--- config.mk ---
export PLATFORM = sky130hd
export DESIGN_NAME = gate_seq_ctrl
export DESIGN_NICKNAME = d
export VERILOG_FILES = /design/src/rtl/gate_seq_ctrl.sv
export SDC_FILE = /design/constraint.sdc
export NUM_CORES = 1
export LEC_CHECK = 0
export ABC_AREA = 1
export BUFFER_PORTS_ARGS = -buffer_cell sky130_fd_sc_hd__buf_2
export CAP_MARGIN = 30
export CORE_MARGIN = 2
export CORE_UTILIZATION = 54
export DETAILED_ROUTE_END_ITERATION = 10
export GPL_TIMING_DRIVEN = 0
export PLACE_DENSITY = 0.75
export SYNTH_ARGS = -nofsm -noshare
export SYNTH_HDL_FRONTEND = slang
export SYNTH_SLANG_ARGS = --single-unit
--- constraint.sdc ---
create_clock -name clk -period 2.6 [get_ports clk]
set_clock_uncertainty 0.05 [all_clocks]
set_input_delay 0 -clock clk [delete_from_list [all_inputs] [get_ports clk]]
set_output_delay 0 -clock clk [all_outputs]
set_load 0.02 [all_outputs]
--- src/rtl/gate_seq_ctrl.sv ---
`default_nettype none
// ============================================================================
// Module      : gate_seq_ctrl
// Description : Exhaustive two-input gate tester. On start, drives the four
//               input vectors (a,b) = 00, 10, 01, 11 onto the gate under
//               test, holding each for HOLD_CYCLES clocks. On the last clock
//               of each hold it samples the gate output c, compares it with
//               the expected truth table TT_EXP and accumulates results.
//               A one-cycle done pulse marks the end of a run.
// Ports       : clk       - clock, rising edge active
//               rst_n     - asynchronous active-low reset
//               start     - run request, honoured only while idle
//               abort     - cancels a run in progress, discards results
//               c         - output of the gate under test
//               a, b      - registered drives to the gate under test
//               busy      - high while vectors are being applied
//               done      - one-cycle pulse at run completion
//               pass      - last completed run had no mismatches
//               fail_mask - bit i set when vector i mismatched
//               err_cnt   - number of mismatching vectors (0..4)
//               c_cap     - sampled c for each vector i
// Revision    : 1.0 - initial release
// ============================================================================
module gate_seq_ctrl #(
    parameter int         HOLD_CYCLES = 10,
    parameter logic [3:0] TT_EXP      = 4'b1000
) (
    input  logic       clk,
    input  logic       rst_n,
    input  logic       start,
    input  logic       abort,
    input  logic       c,
    output logic       a,
    output logic       b,
    output logic       busy,
    output logic       done,
    output logic       pass,
    output logic [3:0] fail_mask,
    output logic [2:0] err_cnt,
    output logic [3:0] c_cap
);

    typedef enum logic [1:0] {
        IDLE  = 2'd0,
        APPLY = 2'd1,
        DONE  = 2'd2
    } state_t;

    localparam logic [7:0] c_HOLD_LAST = 8'(HOLD_CYCLES - 1);

    state_t     r_state;
    logic [1:0] r_idx;
    logic [7:0] r_hcnt;
    logic       r_a;
    logic       r_b;
    logic       r_busy;
    logic       r_done;
    logic       r_pass;
    logic [3:0] r_fail_mask;
    logic [2:0] r_err_cnt;
    logic [3:0] r_c_cap;

    state_t     w_state_nxt;
    logic [1:0] w_idx_nxt;
    logic [7:0] w_hcnt_nxt;
    logic       w_pass_nxt;
    logic [3:0] w_fail_mask_nxt;
    logic [2:0] w_err_cnt_nxt;
    logic [3:0] w_c_cap_nxt;
    logic       w_a_nxt;
    logic       w_b_nxt;
    logic       w_busy_nxt;
    logic       w_done_nxt;
    logic       w_sample;

    // ------------------------------------------------------------------
    // State and result registers
    // ------------------------------------------------------------------
    always_ff @(posedge clk or negedge rst_n) begin
        if (!rst_n) begin
            r_state     <= IDLE;
            r_idx       <= 2'd0;
            r_hcnt      <= 8'd0;
            r_a         <= 1'b0;
            r_b         <= 1'b0;
            r_busy      <= 1'b0;
            r_done      <= 1'b0;
            r_pass      <= 1'b0;
            r_fail_mask <= 4'd0;
            r_err_cnt   <= 3'd0;
            r_c_cap     <= 4'd0;
        end else begin
            r_state     <= w_state_nxt;
            r_idx       <= w_idx_nxt;
            r_hcnt      <= w_hcnt_nxt;
            r_a         <= w_a_nxt;
            r_b         <= w_b_nxt;
            r_busy      <= w_busy_nxt;
            r_done      <= w_done_nxt;
            r_pass      <= w_pass_nxt;
            r_fail_mask <= w_fail_mask_nxt;
            r_err_cnt   <= w_err_cnt_nxt;
            r_c_cap     <= w_c_cap_nxt;
        end
    end

    // ------------------------------------------------------------------
    // Next-state and next-output logic
    // ------------------------------------------------------------------
    always_comb begin
        w_state_nxt     = r_state;
        w_idx_nxt       = r_idx;
        w_hcnt_nxt      = r_hcnt;
        w_pass_nxt      = r_pass;
        w_fail_mask_nxt = r_fail_mask;
        w_err_cnt_nxt   = r_err_cnt;
        w_c_cap_nxt     = r_c_cap;
        w_sample        = (r_hcnt == c_HOLD_LAST);

        unique case (r_state)
            IDLE: begin
                // start has priority over abort here; abort has no effect
                if (start) begin
                    w_state_nxt     = APPLY;
                    w_idx_nxt       = 2'd0;
                    w_hcnt_nxt      = 8'd0;
                    w_pass_nxt      = 1'b0;
                    w_fail_mask_nxt = 4'd0;
                    w_err_cnt_nxt   = 3'd0;
                    w_c_cap_nxt     = 4'd0;
                end
            end

            APPLY: begin
                if (abort) begin
                    w_state_nxt     = IDLE;
                    w_idx_nxt       = 2'd0;
                    w_hcnt_nxt      = 8'd0;
                    w_pass_nxt      = 1'b0;
                    w_fail_mask_nxt = 4'd0;
                    w_err_cnt_nxt   = 3'd0;
                    w_c_cap_nxt     = 4'd0;
                end else begin
                    w_hcnt_nxt = r_hcnt + 8'd1;
                    if (w_sample) begin
                        w_c_cap_nxt[r_idx] = c;
                        // At most four mismatches per run, so the 3-bit
                        // count cannot wrap.
                        if (c != TT_EXP[r_idx]) begin
                            w_fail_mask_nxt[r_idx] = 1'b1;
                            w_err_cnt_nxt          = r_err_cnt + 3'd1;
                        end
                        w_hcnt_nxt = 8'd0;
                        if (r_idx != 2'd3) begin
                            w_idx_nxt = r_idx + 2'd1;
                        end else begin
                            // pass is valid alongside done and already
                            // reflects the final vector's compare.
                            w_state_nxt = DONE;
                            w_idx_nxt   = 2'd0;
                            w_pass_nxt  = (w_fail_mask_nxt == 4'd0);
                        end
                    end
                end
            end

            DONE: begin
                w_state_nxt = IDLE;
            end

            default: begin
                w_state_nxt = IDLE;
                w_idx_nxt   = 2'd0;
                w_hcnt_nxt  = 8'd0;
            end
        endcase

        // Output flops are loaded from the next state so they line up
        // exactly with the state they describe.
        w_busy_nxt = (w_state_nxt == APPLY);
        w_done_nxt = (w_state_nxt == DONE);
        w_a_nxt    = w_busy_nxt & w_idx_nxt[0];
        w_b_nxt    = w_busy_nxt & w_idx_nxt[1];
    end

    assign a         = r_a;
    assign b         = r_b;
    assign busy      = r_busy;
    assign done      = r_done;
    assign pass      = r_pass;
    assign fail_mask = r_fail_mask;
    assign err_cnt   = r_err_cnt;
    assign c_cap     = r_c_cap;

endmodule
`default_nettype wire

==> results.md <==
Outcome:
- The run finished, with violations left.
- The final reports fail on DRC.

Die:
- The full die area is 3480 µm².
- The row count is 19.
- In this run the count of I/O pins placed on the die edge is 21.
- The standard cell core area is 2810 µm².
- The width of the chip is 59.0 µm.
- The floorplan die height is 59.0 µm.
- The initial core utilization is 58.2%.

Logic synthesis:
- After Yosys synthesis, full adders, half adders and majority gates account for 6.13% of the synthesized area.
- The per-instance average area after synthesis is 8.08 µm².
- The gate count after technology mapping is 202.
- Measured against the total synthesized area, the mux share comes to 0%.
- Of the total synthesized cell area, the portion taken by AND, OR, NAND and NOR gates is 33.3%.
- The share of flip-flops with an asynchronous set or reset after synthesis is 100%.
- The number of flip-flops and latches in the synthesized netlist is 28.
- The synthesized-area fraction occupied by xor and xnor cells is 0.536%.
- The synthesized-area fraction occupied by ao, oa, aoi and oai cells is 8.89%.
- After synthesis, the largest area contributor takes up 42.9% of total cell area.
- By area the synthesized netlist is led by sky130_fd_sc_hd__dfrtp_1, sky130_fd_sc_hd__nand2_1, sky130_fd_sc_hd__inv_1.
- Summed over all instances, the cell type with the most area after synthesis is sky130_fd_sc_hd__dfrtp_1.
- The number of flops mapped to enable cells by yosys is 0.
- Among all flip-flop cells after synthesis, the most frequent one is sky130_fd_sc_hd__dfrtp_1.
- The net count after synthesis is 215.
- For this run, the register share of the synthesized area comes to 42.9%.
- The number of unique standard cell types used by synthesis is 31.
- By area, the combinational part of the netlist is dominated by simple AND/OR/NAND/NOR gates.
- The synthesized netlist occupies a cell area of 1630 µm².
- For this run, the number of Yosys warnings is 0.

Detailed routing:
- The ratio of routed vias to standard cells is 5.24.
- The detailed-route DRC error count is 2.
- The via count is 1346.
- After detailed routing, the average wire length per cell comes to 12.1 µm.
- The final layout contains routed wiring with a total length of 3120 µm.
- The violation count after the first detailed-route iteration is 46.
- The first detailed-routing pass ran for 7 iterations.
- Once detail routing completed, the nets flagged for antenna violations numbered 0.

Worst hold path:
- Counting instances, the worst hold path has a depth of 5.
- The source of the worst hold timing path is c.
- The path with the worst hold slack has its endpoint at c_cap[0].
- In this run the worst hold path is classified as in2reg.

Timing:
- The clock period minus final worst setup slack is 1840 ps.
- The final count of negative-setup-slack endpoints is 0.
- The worst pin sits at a relative slew slack of 59.4%.
- The total negative setup slack is 0 ps.
- The transition time at the pin with the least slew margin is 609 ps.
- The maximum operating frequency is 544 MHz.
- The final hold violation count is 0.
- The final count of pins violating max slew is 0.
- Dividing the final minimum period by the clock period gives 70.7%.
- Setup repair after global routing left no endpoint under its margin.

Placement:
- At the end of routability-driven placement, the weighted congestion stood at 0.799.
- The wire-length estimate of the detail-placed layout is 2400 µm.
- The quantity of I/O buffers inserted on ports is 20.
- Including well taps, the total number of placed cells is 253.
- The placed instances occupy a cell area of 1770 µm².

Clocking:
- CTS built an H-tree with a depth of 1.
- The clock-pin slew on the worst setup and hold paths is 140 ps.
- The clock passes through at most 2 buffers.
- TritonCTS built the clock tree.
- The number of gates resized after CTS was 0.
- Counting every sink on the clock net gives 28.
- The latest clock arrival within the worst-skew pair is 320 ps.
- The setup fix buffers added after clock tree synthesis is 0.
- The tree is rooted in a sky130_fd_sc_hd__clkbuf_4.
- Buffers inserted during clock tree synthesis total 3.

Power:
- For this design the ratio of total power to cell area is 477 nW/µm².
- In this run the static leakage power is 1.02 nW.
- Across the VDD grid, the largest voltage drop is 355 µV.
- Total power for the finished layout comes to 0.860 mW.

GRT:
- Entering global routing, the biggest net connects 29 pins.
- Global routing consumed, over all layers together, 19.8% of the routing resources.
- The number of antenna violations at the first check in global routing is 0.
- The total congestion overflow is 0.
- The global-route wire length before repair is 5260 µm.
- The number of global-route vias before repair is 1269.

Worst setup path:
- The number of cell instances on the worst register-to-register path is 7.
- The kind of critical path is reg2reg.
- At the worst endpoint, the required time is 2790 ps.
- STA puts the critical path data arrival time at 2020 ps.
- The critical register-to-register path startpoint is r_idx[0].
- The launching element type of the critical path is a flip-flop.
- The setup slack of the worst register-to-register path is 760 ps.
- Of all nets on the critical path, the largest fanout is 6.
- The endpoint of the worst-slack reg-to-reg timing path is err_cnt[1].
- The worst setup path is captured at a flip-flop.

Finish:
- Of the cells placed in the final design, the portion with a size suffix greater than 1 is 19.5%.
- The antenna cell count is 0.
- The final standard cell count with taps included and fillers excluded is 257.
- After the last flow step, the layout net total stands at 241.
- After routing the design area is 1800 µm².
- Compared with the post-synthesis result, the final layout area differs by 10.5%.

Flow run:
- The number of maximum-capacitance violations is 0.
[cells in the final DEF (no fill, tap or decap), drive strengths merged, types with 2 or more instances in the layout]
master	synthesis	layout
nand2	58	58
inv	30	30
dfrtp	28	28
nor2	28	28
buf	1	21
nand3	15	15
o21ai	12	12
ha	8	8
nand4	5	5
a21oi	5	5
clkbuf	1	4
and3	2	2
[how the worst max path moves through the flow]
stage / end / depth (start not counted) / start
CTS: err_cnt[1] / 7 / r_idx[0]
global placement: err_cnt[1] / 7 / r_idx[0]
detailed placement: err_cnt[1] / 7 / r_idx[0]
floorplan: err_cnt[1] / 7 / r_idx[0]
global route: err_cnt[1] / 7 / r_idx[0]
finish: err_cnt[1] / 7 / r_idx[0]
[registers in the layout, summed over array words and instances, names as in the netlist]
signal	cells
r_idx	2
r_state	2
pass	1
a	1
c_cap	4
busy	1
fail_mask	4
err_cnt	3
b	1
done	1
r_hcnt	8
[final cells by class]
cell class | count | area (µm²)
repair buffers | 21 | 110
well taps | 31 | 38.8
plain buffers | 2 | 21.3
fillers | 235 | 1000
clock buffers | 3 | 22.5
flip-flops and latches | 28 | 701
inverters | 30 | 113
multi-input cells | 142 | 798
[critical path, cell delays in order (launching register included)]
cell and delay, ps:
sky130_fd_sc_hd__dfrtp_1 480, sky130_fd_sc_hd__ha_1 330, sky130_fd_sc_hd__ha_1 380, sky130_fd_sc_hd__inv_1 70, sky130_fd_sc_hd__a21boi_2 200, sky130_fd_sc_hd__nand2_1 120
sky130_fd_sc_hd__nand2_1 80, sky130_fd_sc_hd__nand2_1 50
[logic make-up after synthesis]
group,after synthesis
simple gates,111
fa+ha+maj,8
flops,28
buf+inv,32
compound gates,22
xor+xnor,1
[repair_timing]
action	4_1_cts	5_1_grt
hold buffers	1	0
setup endpoints to repair	0	0
hold endpoints to repair	28	0
[stage by stage]
stage | setup slack [ps] | util (%) | hold WS [ps]
finish | 762 | 64.3 | 18.1
global route | 636 | 64.3 | 18.4
CTS | 758 | 64.3 | 6.38
detailed placement | 773 | 63.2 | -3.69
global placement | 846 | 63.2 | -14.8
floorplan | 994 | - | -346
[power breakdown]
| part | leakage [nW] | switching, mW | internal, mW |
|---|---|---|---|
| clock network | 0.0138 | 0.122 | 0.0544 |
| logic | 0.626 | 0.133 | 0.0671 |
| registers | 0.383 | 0.0223 | 0.462 |
[cell usage after synthesis, types with 2 or more instances]
master	n
sky130_fd_sc_hd__a21oi_1	4
sky130_fd_sc_hd__and3_2	2
sky130_fd_sc_hd__dfrtp_1	28
sky130_fd_sc_hd__ha_1	8
sky130_fd_sc_hd__inv_1	30
sky130_fd_sc_hd__nand2_1	51
sky130_fd_sc_hd__nand2_2	3
sky130_fd_sc_hd__nand2_4	4
sky130_fd_sc_hd__nand3_1	14
sky130_fd_sc_hd__nand4_1	5
sky130_fd_sc_hd__nor2_1	25
sky130_fd_sc_hd__o21ai_0	6
sky130_fd_sc_hd__o21ai_1	4
[routing by layer]
metal / GRT usage [%] / vias to the layer above / routed length [µm]
li1: - / 686 / -
met1: 24.5 / 622 / 1470
met2: 33.3 / 32 / 1460
met3: 3.71 / 6 / 128
met5: 0 / - / 0
met4: 9.42 / 0 / 57
Power figures use the tool's default switching activity.
